**config.mk**
```make
export PLATFORM = sky130hd
export DESIGN_NAME = ras_checkpoint_queue_flat
export DESIGN_NICKNAME = d
export VERILOG_FILES = /design/src/rtl/ras_checkpoint_queue_pkg.sv /design/src/rtl/ras_checkpoint_queue_if.sv /design/src/rtl/ras_ckpt_ram.sv /design/src/rtl/ras_checkpoint_queue.sv /design/src/flat_wrapper.sv
export SDC_FILE = /design/constraint.sdc
export NUM_CORES = 1
export LEC_CHECK = 0
export CAP_MARGIN = 20
export CORE_ASPECT_RATIO = 1.5
export CORE_MARGIN = 2
export CORE_UTILIZATION = 45
export CTS_BUF_LIST = sky130_fd_sc_hd__clkbuf_2 sky130_fd_sc_hd__clkbuf_4 sky130_fd_sc_hd__clkbuf_8
export DETAILED_ROUTE_END_ITERATION = 10
export MAX_ROUTING_LAYER = met4
export PLACE_DENSITY = 0.65
export SLEW_MARGIN = 20
export SYNTH_ARGS = -nofsm -noshare
export SYNTH_HDL_FRONTEND = slang
export SYNTH_SLANG_ARGS = --single-unit
```
**constraint.sdc**
```tcl
create_clock -name clk -period 2.9 [get_ports clk]
set_input_delay 0.58 -clock clk [delete_from_list [all_inputs] [get_ports clk]]
set_output_delay 0.58 -clock clk [all_outputs]
set_load 0.03 [all_outputs]
```
**src/rtl/ras_checkpoint_queue_pkg.sv**
```systemverilog
// Shared types for the RAS checkpoint queue: sizes, queue pointers
// (index + phase bit) and the RAS checkpoint payload.
package ras_checkpoint_queue_pkg;

    localparam int RAS_INDEX_WIDTH      = 4;
    localparam int RAS_CKPT_ENTRY_NUM   = 16;
    localparam int RAS_CKPT_INDEX_WIDTH = $clog2(RAS_CKPT_ENTRY_NUM);

    typedef logic [RAS_INDEX_WIDTH-1:0]      RAS_IndexPath;
    typedef logic [RAS_CKPT_INDEX_WIDTH-1:0] RAS_CkptQueueIndexPath;
    typedef logic [RAS_CKPT_INDEX_WIDTH:0]   RAS_CkptQueueCountPath;

    // MSB is the wrap/phase bit.
    typedef struct packed {
        logic                  phase;
        RAS_CkptQueueIndexPath index;
    } RAS_CkptQueuePtrPath;

    typedef struct packed {
        RAS_IndexPath stackTopPtr;
        RAS_IndexPath queueTailPtr;
    } RAS_CheckpointData;

    function automatic RAS_CkptQueuePtrPath ptrAdd(
        RAS_CkptQueuePtrPath   ptr,
        RAS_CkptQueueCountPath n
    );
        return RAS_CkptQueuePtrPath'(RAS_CkptQueueCountPath'(ptr) + n);
    endfunction

endpackage

```
**src/rtl/ras_checkpoint_queue_if.sv**
```systemverilog
// Fetch / resolve / commit side bundle of the RAS checkpoint queue.
// master: fetch + resolution + commit logic; slave: the queue.
interface ras_checkpoint_queue_if;
    import ras_checkpoint_queue_pkg::*;

    logic                  alloc_valid;
    RAS_CheckpointData     alloc_ckpt;
    logic                  alloc_ready;
    RAS_CkptQueueIndexPath alloc_tag;
    logic                  commit_valid;
    logic                  mispredict_valid;
    RAS_CkptQueueIndexPath mispredict_tag;
    logic                  flush_all;
    logic                  recover_valid;
    RAS_CheckpointData     recover_ckpt;
    RAS_CkptQueueCountPath count;
    logic                  error;

    modport master (
        output alloc_valid, alloc_ckpt, commit_valid,
        output mispredict_valid, mispredict_tag, flush_all,
        input  alloc_ready, alloc_tag, recover_valid,
        input  recover_ckpt, count, error
    );

    modport slave (
        input  alloc_valid, alloc_ckpt, commit_valid,
        input  mispredict_valid, mispredict_tag, flush_all,
        output alloc_ready, alloc_tag, recover_valid,
        output recover_ckpt, count, error
    );

endinterface

```
**src/rtl/ras_ckpt_ram.sv**
```systemverilog
// Checkpoint storage: one write port, one asynchronous read port.
// Ports: clk, wrEn/wrAddr/wrData (write), rdAddr/rdData (read).
module ras_ckpt_ram
    import ras_checkpoint_queue_pkg::*;
(
    input  logic                  clk,
    input  logic                  wrEn,
    input  RAS_CkptQueueIndexPath wrAddr,
    input  RAS_CheckpointData     wrData,
    input  RAS_CkptQueueIndexPath rdAddr,
    output RAS_CheckpointData     rdData
);

    RAS_CheckpointData mem [RAS_CKPT_ENTRY_NUM];

    always_ff @(posedge clk) begin
        if (wrEn) mem[wrAddr] <= wrData;
    end

    assign rdData = mem[rdAddr];

endmodule

```
**src/rtl/ras_checkpoint_queue.sv**
```systemverilog
// Program-order RAS checkpoint queue: alloc at tail, commit at head,
// recover by tag. Ports: clk, rst (sync, high), ckptBus (slave).
module ras_checkpoint_queue
    import ras_checkpoint_queue_pkg::*;
(
    input  logic                   clk,
    input  logic                   rst,
    ras_checkpoint_queue_if.slave  ckptBus
);

    RAS_CkptQueuePtrPath   headPtr;
    RAS_CkptQueuePtrPath   tailPtr;
    RAS_CkptQueuePtrPath   mispPtr;
    RAS_CkptQueueIndexPath tagOffset;
    RAS_CkptQueueCountPath liveCount;
    RAS_CheckpointData     readData;
    logic                  empty;
    logic                  full;
    logic                  allocReady;
    logic                  allocFire;
    logic                  commitFire;
    logic                  tagLive;
    logic                  recoverValid;
    RAS_CheckpointData     recoverCkpt;
    logic                  errorFlag;

    localparam RAS_CkptQueueCountPath ONE = RAS_CkptQueueCountPath'(1);

    assign liveCount  = RAS_CkptQueueCountPath'(tailPtr)
                      - RAS_CkptQueueCountPath'(headPtr);
    assign empty      = (headPtr == tailPtr);
    assign full       = (headPtr.index == tailPtr.index)
                     && (headPtr.phase != tailPtr.phase);
    assign allocReady = !full && !ckptBus.mispredict_valid
                     && !ckptBus.flush_all;
    assign allocFire  = ckptBus.alloc_valid && allocReady;
    assign commitFire = ckptBus.commit_valid && !empty;

    // Distance from head decides liveness; head + distance also
    // yields the tag's full pointer with the correct phase bit.
    assign tagOffset = ckptBus.mispredict_tag - headPtr.index;
    assign tagLive   = {1'b0, tagOffset} < liveCount;
    assign mispPtr   = ptrAdd(headPtr, {1'b0, tagOffset});

    ras_ckpt_ram ram (
        .clk    (clk),
        .wrEn   (allocFire),
        .wrAddr (tailPtr.index),
        .wrData (ckptBus.alloc_ckpt),
        .rdAddr (ckptBus.mispredict_tag),
        .rdData (readData)
    );

    always_ff @(posedge clk) begin
        if (rst) begin
            headPtr      <= '0;
            tailPtr      <= '0;
            recoverValid <= 1'b0;
            recoverCkpt  <= '0;
            errorFlag    <= 1'b0;
        end else begin
            recoverValid <= 1'b0;
            if (commitFire) headPtr <= ptrAdd(headPtr, ONE);
            if (ckptBus.flush_all) begin
                // Land on the post-commit head so the queue is empty.
                tailPtr <= commitFire ? ptrAdd(headPtr, ONE) : headPtr;
            end else if (ckptBus.mispredict_valid) begin
                if (tagLive) begin
                    tailPtr      <= ptrAdd(mispPtr, ONE);
                    recoverValid <= 1'b1;
                    recoverCkpt  <= readData;
                end else begin
                    errorFlag <= 1'b1;
                end
            end else if (allocFire) begin
                tailPtr <= ptrAdd(tailPtr, ONE);
            end
            if (ckptBus.commit_valid && empty) errorFlag <= 1'b1;
        end
    end

    assign ckptBus.alloc_ready   = allocReady;
    assign ckptBus.alloc_tag     = tailPtr.index;
    assign ckptBus.recover_valid = recoverValid;
    assign ckptBus.recover_ckpt  = recoverCkpt;
    assign ckptBus.count         = liveCount;
    assign ckptBus.error         = errorFlag;

endmodule

```
**src/flat_wrapper.sv**
```systemverilog
// flat-port wrapper written by rule: the top's interface ports become plain ports
module ras_checkpoint_queue_flat import ras_checkpoint_queue_pkg::*;
  (clk, rst, ckptBus_alloc_valid, ckptBus_alloc_ckpt, ckptBus_commit_valid, ckptBus_mispredict_valid, ckptBus_mispredict_tag, ckptBus_flush_all, ckptBus_alloc_ready, ckptBus_alloc_tag, ckptBus_recover_valid, ckptBus_recover_ckpt, ckptBus_count, ckptBus_error);
  ras_checkpoint_queue_if ckptBus_i ();
  input  logic clk;
  input  logic rst;
  input wire logic [$bits(ckptBus_i.alloc_valid)-1:0] ckptBus_alloc_valid;
  input wire logic [$bits(ckptBus_i.alloc_ckpt)-1:0] ckptBus_alloc_ckpt;
  input wire logic [$bits(ckptBus_i.commit_valid)-1:0] ckptBus_commit_valid;
  input wire logic [$bits(ckptBus_i.mispredict_valid)-1:0] ckptBus_mispredict_valid;
  input wire logic [$bits(ckptBus_i.mispredict_tag)-1:0] ckptBus_mispredict_tag;
  input wire logic [$bits(ckptBus_i.flush_all)-1:0] ckptBus_flush_all;
  output wire logic [$bits(ckptBus_i.alloc_ready)-1:0] ckptBus_alloc_ready;
  output wire logic [$bits(ckptBus_i.alloc_tag)-1:0] ckptBus_alloc_tag;
  output wire logic [$bits(ckptBus_i.recover_valid)-1:0] ckptBus_recover_valid;
  output wire logic [$bits(ckptBus_i.recover_ckpt)-1:0] ckptBus_recover_ckpt;
  output wire logic [$bits(ckptBus_i.count)-1:0] ckptBus_count;
  output wire logic [$bits(ckptBus_i.error)-1:0] ckptBus_error;
  assign ckptBus_i.alloc_valid = ckptBus_alloc_valid;
  assign ckptBus_i.alloc_ckpt = ckptBus_alloc_ckpt;
  assign ckptBus_i.commit_valid = ckptBus_commit_valid;
  assign ckptBus_i.mispredict_valid = ckptBus_mispredict_valid;
  assign ckptBus_i.mispredict_tag = ckptBus_mispredict_tag;
  assign ckptBus_i.flush_all = ckptBus_flush_all;
  assign ckptBus_alloc_ready = ckptBus_i.alloc_ready;
  assign ckptBus_alloc_tag = ckptBus_i.alloc_tag;
  assign ckptBus_recover_valid = ckptBus_i.recover_valid;
  assign ckptBus_recover_ckpt = ckptBus_i.recover_ckpt;
  assign ckptBus_count = ckptBus_i.count;
  assign ckptBus_error = ckptBus_i.error;
  ras_checkpoint_queue u_core (.clk(clk), .rst(rst), .ckptBus(ckptBus_i));
endmodule
```
==> impl_results.md, run 1 <==
* Place WS at -644 ps
* Final period utilization at 0.982
* Setup TNS Final at 0 ps
* Period minus WS final at roughly 2800 ps
* Cell Pwr Density at roughly 770 nW/µm²
* Total grt overflow at 0
* #FFs+latches synth at between 100 and 150
* Routed Wire Length at ~15 mm
* Dpl cell area at around 7300 µm²
* Leakage power at approximately 0.0027 µW
* WS Path Type: reg2out
* Post-detailed-route count of antenna-violating nets at 0
* Relative slew slack at 0.599
* Worst path max stage delay at roughly 350 ps
* H-tree depth at 4
* Commonest non-fill, non-tap cell in the layout: edfxtp_1
* CP startpoint kind: flop
* Initial antenna violation count at 0
* Syn avg cell area at about 17 µm²
* FMAX at ~0.35 GHz
* Worst Hold Depth at 1
* FILL cells at ~1100
* Util after Layout at 0.553
* Synth Warn # at 0
* Setup Skew at 15.5 ps
* Area growth syn-to-layout at 20.3%
* First-pass GRT wire length at ~22 mm
* Worst-path fanout max at 3
* Worst-Margin Slew at 601 ps
* CP required at roughly 2300 ps
* 1st-iter DRT viols at 250
* Wire per inst at roughly 22 µm
* Die Span Y at 151 µm
* Area of the multi-input gates at 2070 µm²
* # clock sinks at around 150
* Port bufs at 37
* DR vias/cell at approximately 5.5
* Crit-path slowest cell: clkdlybuf4s15_1
* Syn Nets at approximately 420
* Initial Util at 0.460
* Total setup buffers inserted after CTS at 0
* Worst hold path type: reg2reg
* Data arrival, critical path at ~2300 ps
* GPL Wtd Cong at 0.936
* Total track usage at 0.208
* Worst R2R Path Depth at 13
* FP Rows at 53
* Worst path cell trace: inv_1, ha_1, a21o_1, a21o_1, xnor2_1, buf_4, inv_1, clkdlybuf4s15_1
* Clock Latency Late Sink at approximately 440 ps
* Vias at around 3700
* Largest net degree at the start of global routing at 34
* Antenna diodes at 0
* Synth Cell Area at 6460 µm²
* CTS buffer count at 17
* Share of cells above drive strength 1 at 0.271
* Hpwl dp at between 9 and 10 mm
* Cell area after layout at between 7000 and 8000 µm²
* Pre-Repair DR Iteration Count at 5
* Fin. Hold Viols at 0
* Worst-path clk slew at approximately 80 ps
* Die X at slightly above 100 µm
* Unrepaired setup endpoints after global routing: no
* Commonest non-fill, non-tap cells in the layout: edfxtp_1 (128), buf_4 (53), clkdlybuf4s50_1 (31), mux4_2 (27), dfxtp_1 (20)
* Final Setup Violations at 0
* Die area at about 15000 µm²
* I/O pin cnt at 38
* Layout Nets at 505
* DRC at 0
* Core Region at between 10000 and 15000 µm²
* Seq. cell area at 4240 µm²
* Post-Syn Instances at ~380
* Worst VDD drop at approximately 500 µV
* Max-slew violation count at 0
* Synth cell types at 42
* CTS tree: built
* Worst Slack Setup Final at around 54 ps
* Vias in the first global route at 3810
* Clk buf depth at 2
* Post-synthesis sequential area ratio at 0.657
* Status: finished, final reports clean
* Max Cap Violations at 0
* CTS root buf: clkbuf_8
* Critical Path End Type: output port
## logic make-up (layout without fill, tap and decap cells)
logic type               Yosys count  after routing  share of synthesized area
flip-flops                       148            148                      0.657
AND/OR/NAND/NOR                   63             63                     0.0463
AO/OA/AOI/OAI                     45             45                     0.0484
buffers and inverters             44            145                     0.0354
multiplexers                      41             41                      0.148
adder cells (fa/ha/maj)           21             21                     0.0430
XOR/XNOR                          16             16                     0.0217
## cells in the mapped netlist
master / number / area [µm²]
edfxtp_1: 128 / 3840
mux4_2: 27 / 608
nor2_1: 21 / 78.8
dfxtp_1: 20 / 400
ha_1: 19 / 238
inv_1: 18 / 67.6
mux4_1: 13 / 342
nand2_1: 12 / 45.0
nor3_1: 11 / 55.1
xnor2_1: 10 / 87.6
a21oi_1: 9 / 45.0
clkbuf_1: 8 / 30.0
o2bb2ai_1: 8 / 70.1
clkinv_1: 7 / 26.3
o21ai_0: 7 / 35.0
xor2_1: 6 / 52.6
buf_4: 5 / 37.5
nand2b_1: 5 / 31.3
nor2b_1: 5 / 31.3
a21o_1: 4 / 30.0
a211oi_1: 3 / 22.5
nand3_1: 3 / 15.0
o211ai_1: 3 / 22.5
a22oi_1: 2 / 15.0
a31oi_1: 2 / 12.5
and4_1: 2 / 17.5
buf_2: 2 / 10.0
buf_6: 2 / 22.5
fa_1: 2 / 40.0
nand4_1: 2 / 12.5
a2111oi_0: 1 / 8.76
a21boi_1: 1 / 7.51
a32o_1: 1 / 10.0
a32oi_1: 1 / 8.76
and2_1: 1 / 6.26
and3_1: 1 / 6.26
buf_12: 1 / 20.0
buf_8: 1 / 15.0
mux2i_1: 1 / 10.0
o211a_1: 1 / 10.0
o21a_1: 1 / 7.51
o21bai_1: 1 / 7.51
## what timing repair did
action                                  in CTS  in global routing
endpoints found under the setup margin      14                 16
pin swaps                                    1                  7
gates resized for setup                      9                 27
hold buffers                                 0                  0
## sequential cells by signal (all words and copies together) (netlist names)
name / cells
u_core.ckptBus.error: 1
u_core.headPtr: 5
u_core.ckptBus.recover_ckpt: 8
u_core.ckptBus.alloc_tag: 4
u_core.ram.mem: 128
u_core.tailPtr: 1
u_core.ckptBus.recover_valid: 1
## cell type report
type	count	area share
clock buffers	20	0.0330
clock inverters	12	0.0167
inverters	25	0.0121
multi-input cells	186	0.266
flip-flops and latches	148	0.546
well taps	192	0.0309
repair buffers	88	0.0953
## per-layer routing
metal  wire length (µm)  GRT usage  vias to the layer above  part of all wire
met5                  0          -                        -                 0
met3                527     0.0411                       40             0.036
met2               7780      0.350                      104              0.54
met1               5310      0.220                     1869              0.37
li1                   -          -                     1657                 -
met4                920      0.135                        0             0.063
## final timing paths
kind                                                                   from                                           to  slack (ps)
worst max-delay path                           u_core.headPtr[1]$_SDFF_PP0_                             ckptBus_count[3]          50
worst min-delay path            u_core.ckptBus.recover_ckpt[0]$_SDFFE_PP0P_  u_core.ckptBus.recover_ckpt[0]$_SDFFE_PP0P_         480
worst max register to register                 u_core.headPtr[1]$_SDFF_PP0_     u_core.ckptBus.alloc_tag[2]$_SDFFE_PP0P_         120
worst min register to register  u_core.ckptBus.recover_ckpt[0]$_SDFFE_PP0P_  u_core.ckptBus.recover_ckpt[0]$_SDFFE_PP0P_         480
## where the power goes
| group | switching (µW) | internal [µW] | leakage [µW] |
|---|---|---|---|
| clock network | 753 | 794 | 0.000189 |
| registers | 48.0 | 2400 | 0.00131 |
| logic | 1120 | 846 | 0.00123 |
| total | 1920 | 4040 | 0.00273 |
## critical path, delay by kind of cell (launching register included)
family / cells / cell delay, ps
buf+inv: 4 / 740
flops: 1 / 310
compound gates: 2 / 350
fa+ha+maj: 1 / 300
xor+xnor: 1 / 120
## per-stage QoR
step | power, µW | hold WS, ps | std cells
floorplan | 3550 | 495 | 378
global placement | 4320 | 462 | 639
detailed placement | 4360 | 462 | 639
CTS | 5900 | 483 | 671
global route | 6220 | 507 | 671
finish | 5960 | 478 | 671
Note: power is estimated with default switching activity, not from simulation.
==> inputs of run 2 (changes only) <==
--- a/config.mk
+++ b/config.mk
@@ -7,7 +7,7 @@
 export LEC_CHECK = 0
 export CAP_MARGIN = 20
 export CORE_ASPECT_RATIO = 1.5
-export CORE_MARGIN = 2
+export CORE_MARGIN = 1.5
 export CORE_UTILIZATION = 45
 export CTS_BUF_LIST = sky130_fd_sc_hd__clkbuf_2 sky130_fd_sc_hd__clkbuf_4 sky130_fd_sc_hd__clkbuf_8
 export DETAILED_ROUTE_END_ITERATION = 10
==> run 2 against run 1 <==
Against the previous run: global-route usage down 0.43 points; critical path depth down 1; sequential cell count stayed put; clock power is 12% lower; critical path type unchanged; combinational power shrank 4%; setup slack better by 50 ps; hold slack better by 8.5 ps; sequential share of layout area is 0.37 points higher.
==> impl_results.md, run 2 (synthesis results as in run 1) <==
* Largest net degree at the start of global routing at 34 (unchanged)
* FP Rows at 53 (unchanged)
* CTS tree: built
* Routed Wire Length at 13.8 mm (-5.0%)
* Biggest register: u_core.ram.mem
* Core Region at 14000 µm² (-0.47%)
* Worst hold path type: reg2reg
* Worst-Margin Slew at 600 ps (-0.767 ps)
* Initial antenna violation count at 0 (unchanged)
* Crit-path slowest cell: dfxtp_1
* Area growth syn-to-layout at 19.6%
* DR vias/cell at 5.46 (-0.13%)
* Total stage count of the critical path at 7 (-1)
* Pre-Repair DR Iteration Count at 4 (-1)
* Switch share at 0.326 (+0.00382)
* Data arrival, critical path at 2220 ps (-50 ps)
* Worst path max stage delay at 380 ps (+30 ps)
* Leakage power at 0.00272 µW (-0.52%)
* Flop2flop setup slack at 160 ps (+40 ps)
* Die Span Y at 150 µm (-0.66%)
* Combinational share of power at 0.330 (about the same)
* Cell area after layout at 7730 µm² (-0.56%)
* Vias in the first global route at 3996 (+4.9%)
* Clock Latency Late Sink at 430 ps (about the same)
* Worst path cell trace: inv_1, ha_1, a21o_1, a21o_1, xnor2_2, inv_1, clkdlybuf4s15_1
* # clock sinks at 148 (unchanged)
* Total track usage at 0.204 (-0.00433)
* Util after Layout at 0.552 (about the same)
* DRC at 0 (unchanged)
* WS Path Type: reg2out
* Vias at 3649 (-0.57%)
* CP required at 2320 ps (about the same)
* FMAX at 0.358 GHz (+1.8%)
* Seq. cell area at 4250 µm² (+0.12%)
* Fin. Hold Viols at 0 (unchanged)
* FF-to-FF Start: u_core.headPtr[1]$_SDFF_PP0_
* Clock Power Share at 0.238 (-0.021)
* Worst-path fanout max at 4 (+1)
* FF-to-FF End: u_core.tailPtr[4]$_SDFFE_PP0P_
* Layout Nets at 502 (-0.59%)
* Int Pwr at 3860 µW (-4.5%)
* CTS buffer count at 17 (unchanged)
* Critical Path End Type: output port
* Crit-path leading delay family: buffers and inverters
* Wire per inst at 20.7 µm (-4.6%)
* Antenna diodes at 0 (unchanged)
* Status: finished, final reports clean
* Final Setup Violations at 0 (unchanged)
* Worst-path clk slew at 80 ps (about the same)
* Setup Skew at 10.6 ps (-4.90 ps)
* CP Capture Point: ckptBus_count[3]
* Total grt overflow at 0 (unchanged)
* Max Cap Violations at 0 (unchanged)
* Area of the multi-input gates at 2090 µm² (+0.85%)
* Relative slew slack at 0.600 (about the same)
* CP startpoint kind: flop
* Flip-flop count of the largest register after layout at 128 (unchanged)
* Sequential share of power at 0.433 (+0.022)
* Commonest non-fill, non-tap cell in the layout: edfxtp_1
* Initial Util at 0.462 (+0.00218)
* Worst VDD drop at 435 µV (-15%)
* Dpl cell area at 7250 µm² (-0.92%)
* Hpwl dp at 9.94 mm (+0.19%)
* Post-detailed-route count of antenna-violating nets at 0 (unchanged)
* CP Buf/Inv Count at 3 (-1)
* Share of cells above drive strength 1 at 0.279 (+0.00801)
* Die area at 15100 µm² (-1.6%)
* First-pass GRT wire length at 21.5 mm (-0.48%)
* Final period utilization at 0.964 (-0.0173)
* Worst R2R Path Depth at 13 (unchanged)
* Port bufs at 37 (unchanged)
* # hold bufs at CTS at 0 (unchanged)
* Commonest non-fill, non-tap cells in the layout: edfxtp_1 (128), buf_4 (49), clkdlybuf4s50_1 (30), mux4_2 (27), nor2_1 (20)
* Period minus WS final at 2800 ps (-50.2 ps)
* Cell Pwr Density at 741 nW/µm² (-3.4%)
* Power Total at 5730 µW (-4.0%)
* CP startpoint: u_core.headPtr[1]$_SDFF_PP0_
* 1st-iter DRT viols at 251 (+0.40%)
* FILL cells at 1110 (-2.4%)
* H-tree depth at 4 (unchanged)
* GPL Wtd Cong at 0.898 (-4.1%)
* CTS root buf: clkbuf_8
* Switching power at 1870 µW (-2.8%)
* Die X at 101 µm (-0.98%)
* Clk buf depth at 2 (unchanged)
* Max-slew violation count at 0 (unchanged)
* I/O pin cnt at 38 (unchanged)
run 2: changes by cell type in the layout (fill, tap and decap cells not counted), sizes merged, moves of 2 or more:
cell | previous run | this run
buf | 54 | 50
clkinv | 11 | 16
bufinv | 2 | 0
clkinvlp | 3 | 1
run 2: area by class of cell:
class,count,area share
multi-input combinational,186,0.270
sequential,148,0.550
clock inverter,12,0.0107
inverter,25,0.0121
timing repair buffer,85,0.0934
clock buffer,20,0.0332
tap,192,0.0311
run 2: stage by stage:
stage,worst slack [ps],hold slack (ps),instances,TNS [ps]
after floorplan,107,495,378,0
after global placement,-518,464,630,-6820
after detailed placement,-596,462,630,-7660
after CTS,-47.6,487,662,-62.3
after global routing,-0.528,501,668,-0.528
final,104,487,668,0
run 2: worst min-delay path by stage:
stage	startpoint	slack [ps]	depth (start not counted)	endpoint
finish	u_core.ckptBus.recover_ckpt[1]$_SDFFE_PP0P_	490	1	u_core.ckptBus.recover_ckpt[1]$_SDFFE_PP0P_
global route	u_core.ckptBus.recover_ckpt[6]$_SDFFE_PP0P_	500	1	u_core.ckptBus.recover_ckpt[6]$_SDFFE_PP0P_
CTS	u_core.ckptBus.recover_ckpt[1]$_SDFFE_PP0P_	490	1	u_core.ckptBus.recover_ckpt[1]$_SDFFE_PP0P_
detailed placement	u_core.ckptBus.recover_ckpt[1]$_SDFFE_PP0P_	460	1	u_core.ckptBus.recover_ckpt[1]$_SDFFE_PP0P_
global placement	u_core.ckptBus.recover_ckpt[6]$_SDFFE_PP0P_	460	1	u_core.ckptBus.recover_ckpt[6]$_SDFFE_PP0P_
floorplan	u_core.tailPtr[4]$_SDFFE_PP0P_	500	2	u_core.tailPtr[4]$_SDFFE_PP0P_
run 2: power groups by stage:
stage	logic (µW)	registers (µW)	clock network, µW
5_1_grt	2050	2480	1480
6_report	1890	2480	1360
3_3_place_gp	1660	2510	0
4_1_cts	1690	2470	1400
2_1_floorplan	972	2580	0
3_5_place_dp	1680	2520	0
run 2: what timing repair did:
item | CTS | global route
gates resized for setup | 15 | 22
pin swaps | 2 | 9
buffers inserted | 0 | 6
setup endpoints to repair | 18 | 16
run 2: worst register-to-register path, cell delays in order, from the launching register on:
cell and delay [ps]:
dfxtp_1 380, inv_1 150, ha_1 340, a21o_1 160
a21o_1 190, xnor2_2 140, ha_1 230, nor3_2 180
a22oi_2 110, buf_4 160, a32o_2 290, buf_4 140
nand2_1 60, a21oi_1 60
run 2: routing by layer:
layer / up-vias / GRT usage / wire, µm
met1: 1843 / 0.203 / 4950
li1: 1653 / - / -
met3: 38 / 0.0448 / 440
met4: 0 / 0.110 / 660
met2: 115 / 0.364 / 7750
met5: - / - / 0
==> inputs of run 3 (changes only) <==
--- a/config.mk
+++ b/config.mk
@@ -13,6 +13,7 @@
 export DETAILED_ROUTE_END_ITERATION = 10
 export MAX_ROUTING_LAYER = met4
 export PLACE_DENSITY = 0.65
+export SKIP_LAST_GASP = 1
 export SLEW_MARGIN = 20
 export SYNTH_ARGS = -nofsm -noshare
 export SYNTH_HDL_FRONTEND = slang
==> run 3 against run 2 <==
Against the previous run: register-to-register slack hardly changed; routed wire length down 0.42%; via count down 1.2%; fmax is 1.6% lower; non-clock buffer count fell by 3; count of clock-buffer cells in the layout unchanged; clock power is essentially flat; final area shrank 0.52%; power decreased by 0.86%; global-route usage shrank 0.093 points; critical path depth decreased by 1; die area is the same.
==> impl_results.md, run 3 (synthesis results as in run 1) <==
* Leakage power at 0.00270 µW (-0.67%)
* CTS tree: built
* WS Path Type: reg2out
* Worst VDD drop at 428 µV (-1.6%)
* Status: finished, final reports clean
* Biggest register: u_core.ram.mem
* Port bufs at 37 (unchanged)
* FMAX at 0.352 GHz (-1.6%)
* Final non-filler cell total at 665 (-0.45%)
* Wire per inst at 20.7 µm (about the same)
* Worst hold path type: reg2reg
* Seq. cell area at 4250 µm² (about the same)
* Pre-Repair DR Iteration Count at 4 (unchanged)
* Dpl cell area at 7250 µm² (unchanged)
* Die area at 15100 µm² (unchanged)
* Flop2flop setup slack at 170 ps (about the same)
* Total grt overflow at 0 (unchanged)
* Layout Nets at 499 (-0.60%)
* First-pass GRT wire length at 21.4 mm (-0.45%)
* Worst R2R Path Depth at 13 (unchanged)
* Final period utilization at 0.980 (+0.0162)
* Share of cells above drive strength 1 at 0.262 (-0.0173)
* # clock sinks at 148 (unchanged)
* Period minus WS final at 2840 ps (+46.8 ps)
* Largest net degree at the start of global routing at 34 (unchanged)
* FILL cells at 1121 (+0.99%)
* Setup Skew at 11.2 ps (+0.616 ps)
* CTS root buf: clkbuf_8
* Data arrival, critical path at 2260 ps (+40 ps)
* Post-detailed-route count of antenna-violating nets at 0 (unchanged)
* FP Rows at 53 (unchanged)
* Max-slew violation count at 0 (unchanged)
* Area growth syn-to-layout at 19.0%
* Fin. Hold Viols at 0 (unchanged)
* CP startpoint kind: flop
* Worst-path fanout max at 5 (+1)
* Clock Latency Late Sink at 430 ps (about the same)
* Clk buf depth at 2 (unchanged)
* Total track usage at 0.203 (-0.000935)
* Die Span Y at 150 µm (unchanged)
* Max Cap Violations at 0 (unchanged)
* GPL Wtd Cong at 0.898 (unchanged)
* Die X at 101 µm (unchanged)
* 1st-iter DRT viols at 250 (-0.40%)
* Initial Util at 0.462 (unchanged)
* DR vias/cell at 5.42 (-0.79%)
* Vias at 3604 (-1.2%)
* Cell area after layout at 7690 µm² (-0.52%)
* Worst Slack Setup Final at 56.9 ps (-46.8 ps)
* Vias in the first global route at 3978 (-0.45%)
* Placed insts at 630 (unchanged)
* Place WS at -596 ps (unchanged)
* H-tree depth at 4 (unchanged)
* Unrepaired setup endpoints after global routing: yes
* Flip-flop count of the largest register after layout at 128 (unchanged)
* Antenna diodes at 0 (unchanged)
* CTS buffer count at 17 (unchanged)
* CP required at 2320 ps (about the same)
* Final Setup Violations at 0 (unchanged)
* Critical Path End Type: output port
* I/O pin cnt at 38 (unchanged)
* Worst-path clk slew at 80 ps (about the same)
* Commonest non-fill, non-tap cells in the layout: edfxtp_1 (128), buf_4 (46), clkdlybuf4s50_1 (30), mux4_2 (27), nor2_1 (20)
* Power Total at 5680 µW (-0.86%)
* Worst Hold Depth at 1 (unchanged)
* Relative slew slack at 0.594 (-0.00547)
* Cell Pwr Density at 738 nW/µm² (-0.35%)
* Initial antenna violation count at 0 (unchanged)
* Hpwl dp at 9.94 mm (unchanged)
* DRC at 0 (unchanged)
* Core Region at 14000 µm² (unchanged)
* Commonest non-fill, non-tap cell in the layout: edfxtp_1
* Worst-Margin Slew at 608 ps (+8.21 ps)
* Routed Wire Length at 13.7 mm (-0.42%)
* Area of the multi-input gates at 2070 µm² (-0.78%)
* Worst Hold Slack at 484 ps (-2.69 ps)
run 3: changes by cell type in the layout (fill, tap and decap cells not counted), sizes merged:
cell and change:
buf -3
run 3: metrics by stage:
step,TNS (ps),utilization
after floorplan,0,-
after global placement,-6820,0.518
after detailed placement,-7660,0.518
after CTS,-326,0.543
after global routing,-65.8,0.550
final,0,0.550
run 3: worst paths after layout:
| path | startpoint | to |
|---|---|---|
| max | u_core.headPtr[2]$_SDFF_PP0_ | ckptBus_alloc_ready |
| min | u_core.ckptBus.recover_ckpt[6]$_SDFFE_PP0P_ | u_core.ckptBus.recover_ckpt[6]$_SDFFE_PP0P_ |
| max reg2reg | u_core.headPtr[1]$_SDFF_PP0_ | u_core.tailPtr[4]$_SDFFE_PP0P_ |
| min reg2reg | u_core.ckptBus.recover_ckpt[6]$_SDFFE_PP0P_ | u_core.ckptBus.recover_ckpt[6]$_SDFFE_PP0P_ |
run 3: cell type report:
cell class / count / area share
Sequential cell: 148 / 0.552
Multi-Input combinational cell: 186 / 0.269
Timing Repair Buffer: 82 / 0.0910
Clock buffer: 20 / 0.0334
Tap cell: 192 / 0.0312
Inverter: 25 / 0.0122
Clock inverter: 12 / 0.0107
run 3: critical path, cell delays in order, from the launching register on:
cell	delay, ps
dfxtp_1	430
inv_1	110
ha_1	370
and4_2	300
nand2_1	90
and2_1	170
dlygate4sd2_1	350
run 3: metal layers:
metal	vias to the layer above	track usage	wire, µm
met1	1822	0.201	4940
li1	1648	-	-
met3	35	0.0448	384
met4	0	0.111	687
met5	-	-	0
met2	99	0.362	7730
run 3: report_power, final:
group | leakage, µW | switching, µW | internal (µW)
combinational | 0.00121 | 1040 | 800
sequential | 0.00132 | 67.5 | 2410
clock | 0.000177 | 746 | 618
run 3: repair_timing:
action,4_1_cts,5_1_grt
setup endpoints to repair,18,17
pin swaps,2,7
gates resized for setup,9,21
buffers inserted,0,3
hold buffers,0,0
